===== src/rtl/ctrl_edicion_rtc.sv =====
// Edit-sequencing controller: selects time/date/timer mode, captures the
// three selected BCD fields, lets the user edit them with wrap-around and
// hands the result to the RTC write port through a req/ack handshake.
module ctrl_edicion_rtc #(
  parameter int unsigned N = 8
) (
  input  logic         clk,
  input  logic         reset,
  input  logic         btn_hora,
  input  logic         btn_fecha,
  input  logic         btn_timer,
  input  logic         btn_izq,
  input  logic         btn_der,
  input  logic         btn_arriba,
  input  logic         btn_abajo,
  input  logic         btn_ok,
  input  logic [N-1:0] dato_1_in,
  input  logic [N-1:0] dato_2_in,
  input  logic [N-1:0] dato_3_in,
  input  logic         wr_ack,
  output logic         f1,
  output logic         f2,
  output logic         f3,
  output logic [1:0]   cursor,
  output logic [N-1:0] dato_1_out,
  output logic [N-1:0] dato_2_out,
  output logic [N-1:0] dato_3_out,
  output logic         wr_req,
  output logic         busy
);

  localparam int unsigned D  = 4;        // BCD digit width
  localparam int unsigned NF = 3;        // number of edited fields

  typedef enum logic [1:0] {
    ST_IDLE  = 2'd0,
    ST_LOAD  = 2'd1,
    ST_EDIT  = 2'd2,
    ST_WRITE = 2'd3
  } state_t;

  state_t         r_state;
  logic [2:0]     r_f;                   // {f3, f2, f1}
  logic [1:0]     r_cursor;
  logic [N-1:0]   r_dat [NF];
  logic           r_wr_req;
  logic           r_busy;

  state_t         w_state_nxt;
  logic [2:0]     w_f_nxt;
  logic [1:0]     w_cursor_nxt;
  logic [N-1:0]   w_dat_nxt [NF];
  logic           w_wr_req_nxt;

  logic [N-1:0]   w_din  [NF];
  logic [N-1:0]   w_min  [NF];
  logic [N-1:0]   w_max  [NF];
  logic [N-1:0]   w_inc  [NF];
  logic [N-1:0]   w_dec  [NF];
  logic           w_date;
  logic           w_own;

  // Replace non-BCD or out-of-range captures by the field minimum
  function automatic logic [N-1:0] fn_sanitize(input logic [N-1:0] v,
                                               input logic [N-1:0] mn,
                                               input logic [N-1:0] mx);
    logic bad;
    bad = (v[D-1:0] > D'(9)) || (v[N-1:D] > (N-D)'(9)) || (v < mn) || (v > mx);
    return bad ? mn : v;
  endfunction

  // BCD increment with max -> min wrap
  function automatic logic [N-1:0] fn_inc(input logic [N-1:0] v,
                                          input logic [N-1:0] mn,
                                          input logic [N-1:0] mx);
    logic [N-1:0] res;
    if (v >= mx)
      res = mn;
    else if (v[D-1:0] == D'(9))
      res = {v[N-1:D] + (N-D)'(1), D'(0)};
    else
      res = v + N'(1);
    return res;
  endfunction

  // BCD decrement with min -> max wrap
  function automatic logic [N-1:0] fn_dec(input logic [N-1:0] v,
                                          input logic [N-1:0] mn,
                                          input logic [N-1:0] mx);
    logic [N-1:0] res;
    if (v <= mn)
      res = mx;
    else if (v[D-1:0] == D'(0))
      res = {v[N-1:D] - (N-D)'(1), D'(9)};
    else
      res = v - N'(1);
    return res;
  endfunction

  assign w_din[0] = dato_1_in;
  assign w_din[1] = dato_2_in;
  assign w_din[2] = dato_3_in;
  assign w_date   = r_f[1];
  assign w_own    = (r_f[0] & btn_hora) | (r_f[1] & btn_fecha) | (r_f[2] & btn_timer);

  // Field ranges for the active mode and the candidate edited values
  always_comb begin
    w_min[0] = w_date ? N'('h01) : N'('h00);
    w_max[0] = w_date ? N'('h31) : N'('h23);
    w_min[1] = w_date ? N'('h01) : N'('h00);
    w_max[1] = w_date ? N'('h12) : N'('h59);
    w_min[2] = N'('h00);
    w_max[2] = w_date ? N'('h99) : N'('h59);
    for (int i = 0; i < NF; i++) begin
      w_inc[i] = fn_inc(r_dat[i], w_min[i], w_max[i]);
      w_dec[i] = fn_dec(r_dat[i], w_min[i], w_max[i]);
    end
  end

  // Next-state and next-output decode
  always_comb begin
    w_state_nxt  = r_state;
    w_f_nxt      = r_f;
    w_cursor_nxt = r_cursor;
    w_wr_req_nxt = r_wr_req;
    for (int i = 0; i < NF; i++) w_dat_nxt[i] = r_dat[i];

    unique case (r_state)
      ST_IDLE: begin
        if (btn_hora) begin
          w_f_nxt     = 3'b001;
          w_state_nxt = ST_LOAD;
        end else if (btn_fecha) begin
          w_f_nxt     = 3'b010;
          w_state_nxt = ST_LOAD;
        end else if (btn_timer) begin
          w_f_nxt     = 3'b100;
          w_state_nxt = ST_LOAD;
        end
      end
      ST_LOAD: begin
        for (int i = 0; i < NF; i++)
          w_dat_nxt[i] = fn_sanitize(w_din[i], w_min[i], w_max[i]);
        w_cursor_nxt = 2'd0;
        w_state_nxt  = ST_EDIT;
      end
      ST_EDIT: begin
        if (w_own) begin
          w_f_nxt     = 3'b000;
          w_state_nxt = ST_IDLE;
        end else if (btn_ok) begin
          w_wr_req_nxt = 1'b1;
          w_state_nxt  = ST_WRITE;
        end else if (btn_der) begin
          w_cursor_nxt = (r_cursor == 2'd2) ? 2'd0 : r_cursor + 2'd1;
        end else if (btn_izq) begin
          w_cursor_nxt = (r_cursor == 2'd0) ? 2'd2 : r_cursor - 2'd1;
        end else if (btn_arriba || btn_abajo) begin
          for (int i = 0; i < NF; i++)
            if (r_cursor == 2'(i))
              w_dat_nxt[i] = btn_arriba ? w_inc[i] : w_dec[i];
        end
      end
      ST_WRITE: begin
        w_wr_req_nxt = 1'b1;
        if (wr_ack) begin
          w_wr_req_nxt = 1'b0;
          w_f_nxt      = 3'b000;
          w_state_nxt  = ST_IDLE;
        end
      end
      default: begin
        w_state_nxt = ST_IDLE;
      end
    endcase
  end

  // State and output registers with synchronous reset
  always_ff @(posedge clk) begin
    if (reset) begin
      r_state  <= ST_IDLE;
      r_f      <= 3'b000;
      r_cursor <= 2'd0;
      r_wr_req <= 1'b0;
      r_busy   <= 1'b0;
      for (int i = 0; i < NF; i++) r_dat[i] <= '0;
    end else begin
      r_state  <= w_state_nxt;
      r_f      <= w_f_nxt;
      r_cursor <= w_cursor_nxt;
      r_wr_req <= w_wr_req_nxt;
      r_busy   <= (w_state_nxt != ST_IDLE);
      for (int i = 0; i < NF; i++) r_dat[i] <= w_dat_nxt[i];
    end
  end

  assign f1         = r_f[0];
  assign f2         = r_f[1];
  assign f3         = r_f[2];
  assign cursor     = r_cursor;
  assign dato_1_out = r_dat[0];
  assign dato_2_out = r_dat[1];
  assign dato_3_out = r_dat[2];
  assign wr_req     = r_wr_req;
  assign busy       = r_busy;

endmodule


===== config.mk =====
export PLATFORM = sky130hd
export DESIGN_NAME = ctrl_edicion_rtc
export DESIGN_NICKNAME = d
export VERILOG_FILES = /design/src/rtl/ctrl_edicion_rtc.sv
export SDC_FILE = /design/constraint.sdc
export NUM_CORES = 1
export LEC_CHECK = 0
export ABC_AREA = 1
export BUFFER_PORTS_ARGS = -buffer_cell sky130_fd_sc_hd__buf_4
export CORE_MARGIN = 5
export CORE_UTILIZATION = 25
export CTS_CLUSTER_SIZE = 40
export DETAILED_ROUTE_END_ITERATION = 10
export GPL_ROUTABILITY_DRIVEN = 1
export GPL_TIMING_DRIVEN = 0
export MAX_ROUTING_LAYER = met4
export PLACE_DENSITY_LB_ADDON = 0.25
export SYNTH_ARGS = -nofsm -noshare
export SYNTH_HDL_FRONTEND = slang
export SYNTH_SLANG_ARGS = --single-unit

===== constraint.sdc =====
create_clock -name clk -period 3.55 [get_ports clk]
set_input_delay 0.355 -clock clk [delete_from_list [all_inputs] [get_ports clk]]
set_output_delay 0.355 -clock clk [all_outputs]
set_load 0.005 [all_outputs]

==> summary.md <==
| Metric | Value |
|---|---|
| Largest family of logic cells by synthesized area | `simple AND/OR/NAND/NOR gates` |
| Post-synth EDFFs | `0` |
| Simple-gate area share of the yosys netlist | `0.394` |
| Via/cell ratio | `4.61` |
| Main synth FF type | `dfxtp_1` |
| Worst reg2reg setup slack | `0.62 ns` |
| Inst Count DP | `951` |
| Most common cell in the synthesized netlist | `nand2_1` |
| WL/cell | `13.5 um` |
| Slew Limit Headroom | `0.536` |
| Share of cells above drive strength 1 | `0.139` |
| Clock Root Buffer | `clkbuf_16` |
| Post-Layout Inst Area | `4830 um^2` |
| Cell taking the most area after synthesis | `dfxtp_1` |
| Setup TNS | `0 ns` |
| Post-synthesis mux area share | `0` |
| M1 GR Usage | `0.192` |
| H-tree levels | `2` |
| Synth area leaders | `dfxtp_1 (17%), nand2_1 (16%), ha_1 (14%)` |
| Site row count | `46` |
| Worst-path clk slew | `0.06 ns` |
| Largest net degree at the start of global routing | `20` |
| Hpwl dp | `10200 um` |
| Critical path arrival | `3.07 ns` |
| Final Cycle Share | `0.825` |
| # diodes | `0` |
| Worst Reg-to-Reg Cells | `12` |
| Final setup vio count | `0` |
| Highest Clock Rate | `341 MHz` |
| Worst-path fanout max | `19` |
| Setup repair bufs after CTS | `0` |
| Met2 global-route usage | `0.235` |
| Req. time, crit path | `3.69 ns` |
| Iter 0 DRT Violations | `263` |
| Post-synth top area share | `0.168` |
| CP startpoint | `r_f[1]$_SDFFE_PP0P_` |
| PortBufs | `64` |
| Max-cap violations | `0` |
| First-pass GRT wire length | `20900 um` |
| Vias in the first global route | `4092` |
| Synth Area per Inst | `5.88 um^2` |
| Synthesized area | `3940 um^2` |
| PD cells | `358 nW/um^2` |
| Ys Warns | `0` |
| Clk buf depth | `2` |
| Critical Path Sink Type | `register` |
| Grt ovf | `0` |
| M3 GR Usage | `0.0167` |
| Synth async-reset ratio | `0` |
| Io pins | `66` |
| Worst path most repeated cell | `nand2_1` |
| Placed Area | `4690 um^2` |
| DRC | `0` |
| Post-Synthesis Cells | `671` |
| Starting Density | `0.252` |
| Multi-input logic area | `2850 um^2` |
| CTS tree | `done` |
| Core region area | `15700 um^2` |
| Clk_skew | `0.00410 ns` |
| Clock Sinks | `33` |
| GR peak layer | `met2` |
| Min cycle time layout | `2.93 ns` |
| Slowest cell on the critical path | `dfxtp_2` |
| DRT Wirelength | `12900 um` |
| Crit path kind | `register to register` |
| RSZ-0062 raised after global routing | `no` |
| Post-synthesis sequential area ratio | `0.168` |
| Detailed-route via count | `4421` |
| Drt first pass iters | `5` |
| Worst slew pin tran | `0.696 ns` |
| Nets | `821` |
| ANT nets after route | `0` |
| Status | `completed` |
| Worst-Skew Late Latency | `0.28 ns` |
| Post-Synth Adder-Cell Area | `0.140` |
| Crit path launch type | `register` |
| VDD IR max | `0.186 mV` |
| Initial antenna violation count | `0` |
| HP Class | `input pin to register` |
| Leak | `2.38 nW` |
| Top cells by count, synth | `nand2_1 (173), inv_1 (85), nor2_1 (76), nand3_1 (75), a21oi_1 (57)` |
| Synth Area in Compound Gates | `0.170` |
| CP Cell Sequence | `inv_1 > ha_1 > inv_1 > nand2_1 > a21oi_1 > nand2_1 > nand2_1 > nor2_1 > nor2_1 > nand2_1 > nand3_1 > a21oi_1` |
| Final weighted congestion in routability-driven placement | `0.874` |
| Die Footprint | `18400 um^2` |
| Post-synthesis xor/xnor area fraction | `0.0178` |
| Critical R2R Launch | `r_f[1]$_SDFFE_PP0P_` |
| Area grow syn2layout | `22.6%` |
| Fillers | `1819` |
| Post-synthesis cell type count | `41` |
| Max incr delay on CP | `0.67 ns` |
| Worst setup path end | `r_dat[0][11]$_SDFFE_PP0P_` |
| Num CTS Buffers | `5` |
| Die Y | `136 um` |
| Hold Fails Final Rpt | `0` |
| Synthesis-stage register bit count | `33` |
| R2R Path End | `r_dat[0][11]$_SDFFE_PP0P_` |
| Pins over their slew limit | `0` |
| Cell Count, Final, Fillers Out | `959` |
| Register Area | `662 um^2` |
| Total track usage | `0.145` |
| Die X | `136 um` |
| Synth Net Count | `750` |
## cell type report
class                   instances  area share
clock inverters                 2     0.00207
flip-flops and latches         33       0.137
well taps                     216      0.0559
repair buffers                 64      0.0994
plain buffers                  18      0.0207
multi-input cells             531       0.589
clock buffers                   6      0.0267
inverters                      89      0.0696
## metal layers
layer / up-vias / share of wire
li1: 2337 / -
met1: 2001 / 0.50
met2: 73 / 0.46
met3: 10 / 0.027
met4: 0 / 0.013
met5: - / 0
## how the worst min path moves through the flow
stage | from | end | slack [ns] | depth (start not counted)
floorplan | wr_ack | wr_req$_SDFFE_PP0P_ | 0.46 | 1
global placement | r_f[0]$_SDFFE_PP0P_ | r_f[0]$_SDFFE_PP0P_ | 0.49 | 2
detailed placement | r_f[0]$_SDFFE_PP0P_ | r_f[0]$_SDFFE_PP0P_ | 0.48 | 2
CTS | wr_ack | wr_req$_SDFFE_PP0P_ | 0.26 | 2
global route | wr_ack | wr_req$_SDFFE_PP0P_ | 0.27 | 2
finish | wr_ack | wr_req$_SDFFE_PP0P_ | 0.26 | 2
## per-stage QoR
stage	worst slack, ns	hold WS (ns)	util	total power, mW
after CTS	0.0436	0.260	0.309	1.75
after floorplan	1.28	0.456	-	1.04
after global routing	0.356	0.267	0.309	1.89
after detailed placement	0.0476	0.483	0.300	1.31
after global placement	-0.0157	0.493	0.300	1.31
final	0.620	0.264	0.309	1.73
## cells by family after synthesis
family	after synthesis
AND/OR/NAND/NOR	358
AO/OA/AOI/OAI	121
buffers and inverters	107
adder cells (fa/ha/maj)	44
flip-flops	33
XOR/XNOR	8
## flip-flops by register name, summed over array words and instances, names as in the netlist
signal   flops
r_state      2
r_f          3
cursor       2
wr_req       1
r_dat       24
busy         1
## layout by cell type (no fill, tap or decap), types with 6 or more instances in the layout
cell        n
buf_4      66
xor2_1      8
ha_1       44
o21ai_0    46
dfxtp_1    32
a21oi_1    57
buf_2       7
nand4_1    12
nor3_1      6
nand2_1   173
nand3_1    75
clkbuf_1    6
inv_1      85
nor2_1     76
## power by group
group,switching [mW],leakage (nW),internal (mW),total [mW]
clock,0.175,0.0706,0.258,0.433
combinational,0.503,2.04,0.314,0.818
sequential,0.0714,0.270,0.409,0.481
total,0.750,2.38,0.981,1.73
## repair_timing
action | in CTS | in global routing
setup endpoints to repair | 0 | 6
hold buffers | 0 | 0
resized for setup | 0 | 1
## worst max-delay path: cells and delay by family (launching register included)
| kind | cells | cell delay (ns) |
|---|---|---|
| simple gates | 7 | 0.69 |
| flops | 1 | 0.67 |
| buf+inv | 2 | 0.56 |
| fa+ha+maj | 1 | 0.47 |
| compound gates | 2 | 0.38 |
No activity file was read; power rests on OpenSTA's default activity.
